## config.mk

```make
export PLATFORM = sky130hd
export DESIGN_NAME = writeback_queue
export DESIGN_NICKNAME = d
export VERILOG_FILES = /design/src/rtl/writeback_queue.sv
export SDC_FILE = /design/constraint.sdc
export NUM_CORES = 1
export LEC_CHECK = 0
export CORE_MARGIN = 2
export CORE_UTILIZATION = 31
export DETAILED_ROUTE_END_ITERATION = 7
export GPL_TIMING_DRIVEN = 0
export PLACE_DENSITY = 0.49
export SLEW_MARGIN = 20
export SYNTH_ARGS = -nofsm -noshare
export SYNTH_HDL_FRONTEND = slang
export SYNTH_SLANG_ARGS = --single-unit
```

## constraint.sdc

```tcl
create_clock -name clock -period 6.3 [get_ports clock]
set_clock_uncertainty 0.15 [all_clocks]
set_input_delay 0.63 -clock clock [delete_from_list [all_inputs] [get_ports clock]]
set_output_delay 0.63 -clock clock [all_outputs]
set_load 0.1 [all_outputs]
```

## src/rtl/writeback_queue.sv

```systemverilog
// writeback_queue: in-order write-back staging FIFO feeding the register file, with RAW snoop forwarding
module writeback_queue #(
    parameter int DEPTH      = 4,
    parameter int DATA_WIDTH = 64,
    parameter int ADDR_WIDTH = 5
) (
    input  logic                    clock,
    input  logic                    reset,
    input  logic                    push,
    input  logic [ADDR_WIDTH-1:0]   push_address,
    input  logic [DATA_WIDTH-1:0]   push_data,
    input  logic                    drain_enable,
    output logic                    full,
    output logic                    empty,
    output logic [$clog2(DEPTH):0]  count,
    output logic                    overflow,
    output logic [ADDR_WIDTH-1:0]   rf_address,
    output logic [DATA_WIDTH-1:0]   rf_data_in,
    output logic                    rf_write,
    input  logic [ADDR_WIDTH-1:0]   snoop_sel_a,
    input  logic [ADDR_WIDTH-1:0]   snoop_sel_b,
    output logic                    snoop_hit_a,
    output logic [DATA_WIDTH-1:0]   snoop_data_a,
    output logic                    snoop_hit_b,
    output logic [DATA_WIDTH-1:0]   snoop_data_b
);
    localparam int PW = $clog2(DEPTH);
    localparam int CW = PW + 1;
    localparam logic [ADDR_WIDTH-1:0] XZR = ADDR_WIDTH'(31);

    logic [ADDR_WIDTH-1:0] addr_mem [DEPTH];
    logic [DATA_WIDTH-1:0] data_mem [DEPTH];
    logic [PW-1:0]         head;
    logic [PW-1:0]         tail;
    logic                  real_push;
    logic                  accept;

    assign empty      = count == '0;
    assign full       = count == CW'(DEPTH);
    assign rf_write   = drain_enable && !empty;
    assign rf_address = empty ? '0 : addr_mem[head];
    assign rf_data_in = empty ? '0 : data_mem[head];
    assign real_push  = push && push_address != XZR;
    assign accept     = real_push && (!full || rf_write);

    // Pointers, occupancy and sticky overflow; reset discards anything still pending.
    always_ff @(posedge clock) begin
        if (!reset) begin
            head     <= '0;
            tail     <= '0;
            count    <= '0;
            overflow <= 1'b0;
        end else begin
            if (accept) tail <= tail + 1'b1;
            if (rf_write) head <= head + 1'b1;
            count <= count + CW'(accept) - CW'(rf_write);
            if (real_push && !accept) overflow <= 1'b1;
        end
    end

    // Entry storage; occupancy alone defines which slots are valid, so no reset is needed.
    always_ff @(posedge clock) begin
        if (accept) begin
            addr_mem[tail] <= push_address;
            data_mem[tail] <= push_data;
        end
    end

    // Walk occupied slots oldest to youngest so the last match (youngest) wins on each port.
    always_comb begin
        snoop_hit_a  = 1'b0;
        snoop_data_a = '0;
        snoop_hit_b  = 1'b0;
        snoop_data_b = '0;
        for (int i = 0; i < DEPTH; i++) begin
            if (CW'(i) < count) begin
                if (snoop_sel_a != XZR && addr_mem[head + PW'(i)] == snoop_sel_a) begin
                    snoop_hit_a  = 1'b1;
                    snoop_data_a = data_mem[head + PW'(i)];
                end
                if (snoop_sel_b != XZR && addr_mem[head + PW'(i)] == snoop_sel_b) begin
                    snoop_hit_b  = 1'b1;
                    snoop_data_b = data_mem[head + PW'(i)];
                end
            end
        end
    end
endmodule

```

==> results.md, run 1 <==
- The wire length after detailed routing is 82300 um.
- The sequential fraction of the synthesis area is 43.4%.
- In this run the tightest slew margin relative to its limit is 21.7%.
- The clock input transition at the sequential cells of the worst setup and hold paths is 60 ps.
- The clock tree from TritonCTS is built.
- When the netlist entered floorplanning its net count stood at 1626.
- The number of global-route vias before repair is 16.8k.
- After the last flow step, the layout net total stands at 1959.
- Summed over all cells, the static leakage comes to 0.00803 uW.
- Cells with a size suffix above 1 make up 19.5% of the layout.
- The post-layout utilization of the core is 39.8%.
- For this design, the CTS-stage hold fixing added 0 buffers.
- The die is 255 um tall.
- Along the worst path, the maximum fanout reaches 10.
- The maximum buffer depth of the clock tree is 3.
- The library cell occupying the most area in the post-synthesis netlist is edfxtp_1.
- Buffers inserted during clock tree synthesis total 38.
- The last weighted congestion value of the routability-driven placer is 0.872.
- The number of antenna violations at the first check in global routing is 7.
- The average instance in the mapped netlist occupies 12.7 um^2.
- The die is 255 um wide.
- STA classifies the critical path startpoint as a flop.
- Pin placement for this block handled 289 I/O pins.
- The required time of the critical path is 5520 ps.
- The half-perimeter wire length of the detailed placement result is 56300 um.
- The commonest cells after synthesis are edfxtp_1, mux4_2, o21ai_0.
- The top cell type's share of synthesized area is 42.4%.
- After layout, the minimum clock period comes to 6220 ps.
- The netlist uses 40 different library cells.
- Dividing the detail-routed wire length by the instance count gives 30.0 um.
- The die covers 65100 um^2.
- Across the run, the number of max-cap violations was 0.
- Across the VDD grid, the largest voltage drop is 0.509 mV.
- The worst setup path is captured at a primary output.
- Setup repair after global routing left no endpoint under its margin.
- Dividing the final minimum period by the clock period gives 98.8%.
- The floorplan has 92 rows.
- The total core area is 62700 um^2.
- The total count of hold-check failures in the final report is 0.
- Entering global routing, the biggest net connects 37 pins.
- In this run, synthesis produced a sequential element count of 286.
- The clock net in this run drives a total of 286 sinks.
- The achievable clock frequency is 161 MHz.
- The flow ran to the end, and the final reports show no timing, DRC or antenna violations.
- Among all flip-flop cells after synthesis, the most frequent one is edfxtp_1.
- The layout overhead on the synthesized area is 27.7%.
- Ranked by total cell area, the synthesized netlist is headed by edfxtp_1, mux4_2, a221oi_1.
- The multi-input combinational cells in the finished layout cover a total of 10200 um^2.
- The antenna violation net count after detailed routing is 0.
- The final-report max-slew violation count is 0.
- After detailed routing, the number of vias per cell comes to 6.22.
- The first-pass GRT wire length is 116000 um.
- For this configuration, the core starts out at a cell density of 31.2%.
- The pre-antenna-repair detailed-routing pass consisted of 7 iterations.
- The cell area after synthesis is 19600 um^2.
- The most instantiated library cell after synthesis is edfxtp_1.
- The critical path in this run is classified as flop to primary output.
- The clock root buffer is clkbuf_16.
- In this run, synthesis inferred 276 flip-flops with an integrated enable.
- The storage element area is 8490 um^2.
- Yosys printed 0 warnings.
- The fraction of registers with async set or reset after synthesis is 0%.
- The post-route DRC violation count is 0.
- After filler insertion, the fill cell instance count of the layout stands at 5959.
- In the global route stage, overall resource usage came out at 24.6%.
- The overall overflow remaining after global route is 0.
- Summing over every cut layer, the via total after detailed routing is 17.1k.
- The count of port buffers added during placement is 281.
- The H-tree generated during clock tree synthesis spans 2 levels.
- Data arrives at the worst endpoint at 5440 ps.
- Counting every instance in the synthesized netlist gives 1535.
- Hold is met by 316 ps.
- Summing all placed instances gives a cell area of 23700 um^2.
- The actual transition at the worst max-transition pin is 1170 ps.
- Clock latency on the worst-skew pair, taken at its later pin, is 550 ps.
- The min-delay analysis places its worst path in the category flop to flop.
- The finished cells cover 25000 um^2.
- For this block, the initial DRC count from the detailed router was 1982.
- Power spread over the standard cell area amounts to 495 nW/um^2.
- Setup violations remaining at the end of the flow were counted as 0.
report_power, final:
| group | total, uW | switching, uW | internal [uW] | leakage [uW] |
|---|---|---|---|---|
| Sequential | 2370 | 109 | 2270 | 0.00261 |
| Combinational | 7570 | 5420 | 2150 | 0.00474 |
| Clock | 2410 | 862 | 1550 | 0.000678 |
| Total | 12400 | 6390 | 5970 | 0.00803 |
final timing paths:
path,start,to,slack [ps],depth (start not counted)
worst min register to register,overflow,overflow,320,1
worst min-delay path,overflow,overflow,320,1
worst max-delay path,head[1],snoop_data_b[38],80,10
worst max register to register,head[1],flop,2800,8
state kept, by name (all words and copies together) (netlist names), named ones only:
register / cells
tail: 2
count: 3
overflow: 1
addr_mem: 20
head: 2
data_mem: 256
placed cells by master (no fill, tap or decap), types with 13 or more instances in the layout:
cell               n
edfxtp_1         276
nor2b_1           74
clkbuf_16         41
dlygate4sd2_1     74
buf_2             33
buf_6             13
clkbuf_1         107
clkdlybuf4s50_1  204
and2_1            33
buf_1             25
mux4_2           195
o22ai_1          128
a211oi_1          38
xnor2_1           30
mux2i_1           48
nand2_1           53
o21ai_0          170
inv_1             37
mux2_2            46
nor2_1            40
a221oi_1         128
per-layer routing:
layer  track usage [%]  wire length, um  vias up  share of wire [%]
met5                 0               70        -              0.085
met4              8.30             2790       12                3.4
met3              6.13             8510      194                 10
met2              41.0            39600     1181                 48
met1              31.2            31300     8657                 38
li1                  -                -     7029                  -
cell families (layout without fill, tap and decap cells):
logic type | after synthesis | after routing | share of synthesized area [%]
multiplexers | 289 | 289 | 27.5
buffers and inverters | 210 | 573 | 4.58
other | 0 | 1 | 0
AO/OA/AOI/OAI | 472 | 472 | 16.0
AND/OR/NAND/NOR | 230 | 230 | 6.11
flip-flops | 286 | 286 | 43.4
XOR/XNOR | 40 | 40 | 1.79
adder cells (fa/ha/maj) | 8 | 8 | 0.550
stage by stage:
stage	cells	TNS, ps	setup slack [ps]	power, uW
finish	2745	0	77.6	12400
global route	2745	0	12.2	12800
CTS	2744	0	0.692	12400
detailed placement	2674	0	443	10000
global placement	2662	-7150	-267	9930
floorplan	1535	0	802	7960
timing repair:
item / CTS / global route
setup endpoints to repair: 77 / 38
pin swaps: 0 / 0
buffers inserted: 0 / 0
resized for setup: 75 / 4
critical path: stages, from the launching register on:
cell and delay [ps]:
dfxtp_1 380, buf_2 270, buf_2 340, buf_1 550
buf_2 490, clkbuf_1 760, clkbuf_1 630, nand2_1 90
o21ai_0 160, o22ai_1 190, clkdlybuf4s50_1 1010
layout make-up:
cell class              count  area share (%)
multi-input cells        1039            40.9
flip-flops and latches    286            34.0
repair buffers            293            11.7
well taps                 846            4.24
clock buffers              44            4.15
plain buffers             173            3.05
clock inverters            26            1.44
inverters                  37           0.556
diodes                      1          0.0100
No activity file was read; power rests on OpenSTA's default activity.
==> inputs of run 2 (changes only) <==
Settings changed: CELL_PAD_IN_SITES_DETAIL_PLACEMENT from default to 1, CELL_PAD_IN_SITES_GLOBAL_PLACEMENT from default to 2, PLACE_DENSITY 0.49 to 0.67.
==> results.md, run 2 (synthesis results as in run 1) <==
- The number of flip-flops in the largest register came to 256 (unchanged).
- The fraction of final layout cells sized beyond drive strength 1 is 19.6% (+0.11 points).
- The number of max-cap violations is 0 (unchanged).
- The run finished with clean final reports.
- The delay of the slowest cell on the worst path is 1200 ps (+190 ps).
- The path type of the worst setup path is flop to primary output.
- The number of rows in the core area is 92 (unchanged).
- The count of buffering cells on the critical path with inverters included is 5 (-2).
- The highest ir drop seen on vdd is 0.383 mV (-25%).
- The depth of the worst register-to-register path came to 8 (unchanged).
- The die boundary height is 255 um (unchanged).
- The type of origin of the critical path is a flop.
- The worst setup margin is 149 ps (+71.5 ps).
- The latest clock arrival within the worst-skew pair is 560 ps (about the same).
- The detailed-route wire length per cell is 31.4 um (+4.7%).
- The worst hold path belongs to the class flop to flop.
- The half-perimeter wire length of the detailed placement result is 58700 um (+4.2%).
- TritonCTS built the clock tree.
- The final-report max-slew violation count is 0 (unchanged).
- The actual transition at the worst max-transition pin is 1120 ps (-54.0 ps).
- The top cell types in the final layout, fill and taps aside, are edfxtp_1, mux4_2, clkdlybuf4s50_1, o21ai_0.
- The maximum number of pins on one net before global-route repair came to 39 (+5.4%).
- The number of standard cells in the layout, taps in and fillers out is 2741 (-0.15%).
- The last weighted congestion value of the routability-driven placer is 0.831 (-4.7%).
- The count of port buffers added during placement is 281 (unchanged).
- The H-tree depth reported by CTS is 2 (unchanged).
- The maximum buffer depth of the clock tree is 3 (unchanged).
- Setup repair after global routing left no endpoint under its margin.
- The leakage power figure is 0.00933 uW (+16%).
- The total count of hold-check failures in the final report is 0 (unchanged).
- The largest registers in the layout are data_mem x256, addr_mem x20, count x3.
- Relative to the synthesized area, the layout overhead comes to 28.8%.
- The kind of cell with the highest combined delay along the critical path is buffers and inverters.
- The cell depth of the worst min-delay path came to 1 (unchanged).
- The wire length after detailed routing is 86000 um (+4.5%).
- The number of vias per cell after detailed routing is 6.23 (+0.18%).
- The first-pass GRT wire length was 122000 um (+4.9%).
- The number of CTS-inserted buffers is 37 (-2.6%).
- Traced cell by cell, the critical path runs through buf_2 > buf_2 > mux2_2 > xor2_1 > nand4_1 > or3_1 > clkbuf_1 > clkbuf_1 > o21ai_0 > o22ai_1 > clkdlybuf4s50_1.
- The floorplan die area was 65100 um^2 (unchanged).
- The fill cell instance count of the final layout is 6578 (+10%).
- The overall overflow remaining after global route is 0 (unchanged).
- The initial core utilization is 31.2% (unchanged).
- The achievable clock frequency is 163 MHz (+1.2%).
- The required time of the critical path came to 5520 ps (about the same).
- The number of antenna violations at the first check in global routing was 4 (-3).
- The setup slack at placement is 415 ps (-28.3 ps).
- The post-route DRC violation count came to 0 (unchanged).
- The arrival time reported for the critical path endpoint came to 5370 ps (-70 ps).
- The count of pins on the block boundary is 289 (unchanged).
- The first-pass iteration count of the detailed router came to 6 (-1).
- The biggest fanout along the worst timing path came to 10 (unchanged).
- The worst relative slew slack is 25.1% (+3.4 points).
- The antenna violation net count after detailed routing is 0 (unchanged).
- The critical path's slowest cell is clkdlybuf4s50_1.
- The hold buffer count at CTS is 0 (unchanged).
- The part of the cycle the worst path needs is 97.6% (-1.1 points).
- The number of instances in the placed design is 2671 (-0.11%).
- The most common cell after layout, fill and taps aside is edfxtp_1.
- The setup violation total in the final timing report is 0 (unchanged).
- The total global-route track usage is 25.9% (+1.3 points).
- The TritonCTS sink count is 286 (unchanged).
- The number of global-route vias before repair is 17.8k (+6.2%).
- The post-route total power is 12400 uW (+0.34%).
- The time the final worst path needs with I/O delays and setup is 6150 ps (-71.5 ps).
- Clock tree synthesis selected as its root buffer the cell clkbuf_16.
- The total vias in the final route is 17.1k (+0.035%).
- The power per standard cell area is 492 nW/um^2 (-0.51%).
- The number of nets at the end of the flow is 1955 (-0.20%).
- The worst setup path is captured at a primary output.
- The count of cell instances traversed by the critical path came to 11 (+1).
- The total core area is 62700 um^2 (unchanged).
- Ranked by flip-flop count, first place goes to data_mem.
- The die width is 255 um (unchanged).
- The clock input transition at the sequential cells of the worst setup and hold paths was 50 ps (about the same).
- The violation count after the first detailed-route iteration is 1560 (-21%).
- The post-layout utilization of the core is 40.2% (+0.34 points).
## run 2: area by class of cell
class	count	area, um^2	area share, %
multi-input combinational	1039	10200	40.5
sequential	286	8490	33.7
timing repair buffer	290	3180	12.6
tap	846	1060	4.20
clock buffer	47	1000	3.98
buffer	173	768	3.05
clock inverter	20	339	1.35
inverter	37	139	0.551
antenna	3	7.51	0.0298
## run 2: where the power goes
part / internal [uW] / switching [uW] / total, uW
sequential: 2270 / 112 / 2380
clock: 1500 / 851 / 2350
combinational: 2180 / 5490 / 7670
total: 5950 / 6450 / 12400
## run 2: final timing paths
kind	from	endpoint	slack (ps)
max reg2reg	head[1]	head[1]	2790
min	overflow	overflow	320
max	head[1]	snoop_data_a[54]	150
min reg2reg	overflow	overflow	320
## run 2: per-stage QoR
| stage | instance area (um^2) | TNS [ps] | hold slack (ps) |
|---|---|---|---|
| after floorplan | 19600 | 0 | 378 |
| after global placement | 23400 | -2530 | 304 |
| after detailed placement | 23600 | 0 | 311 |
| after CTS | 24900 | -3070 | 328 |
| after global routing | 25200 | 0 | 365 |
| final | 25200 | 0 | 325 |
## run 2: per-layer routing
layer | wire [um] | vias up | global-route usage [%]
li1 | - | 7008 | -
met1 | 35000 | 8990 | 33.5
met2 | 41600 | 905 | 42.8
met3 | 6380 | 176 | 4.35
met4 | 3040 | 0 | 10.9
met5 | 0 | - | 0
## run 2: repair_timing
item | 4_1_cts | 5_1_grt
buffers inserted | 0 | 0
gates resized for setup | 13 | 93
setup endpoints to repair | 69 | 98
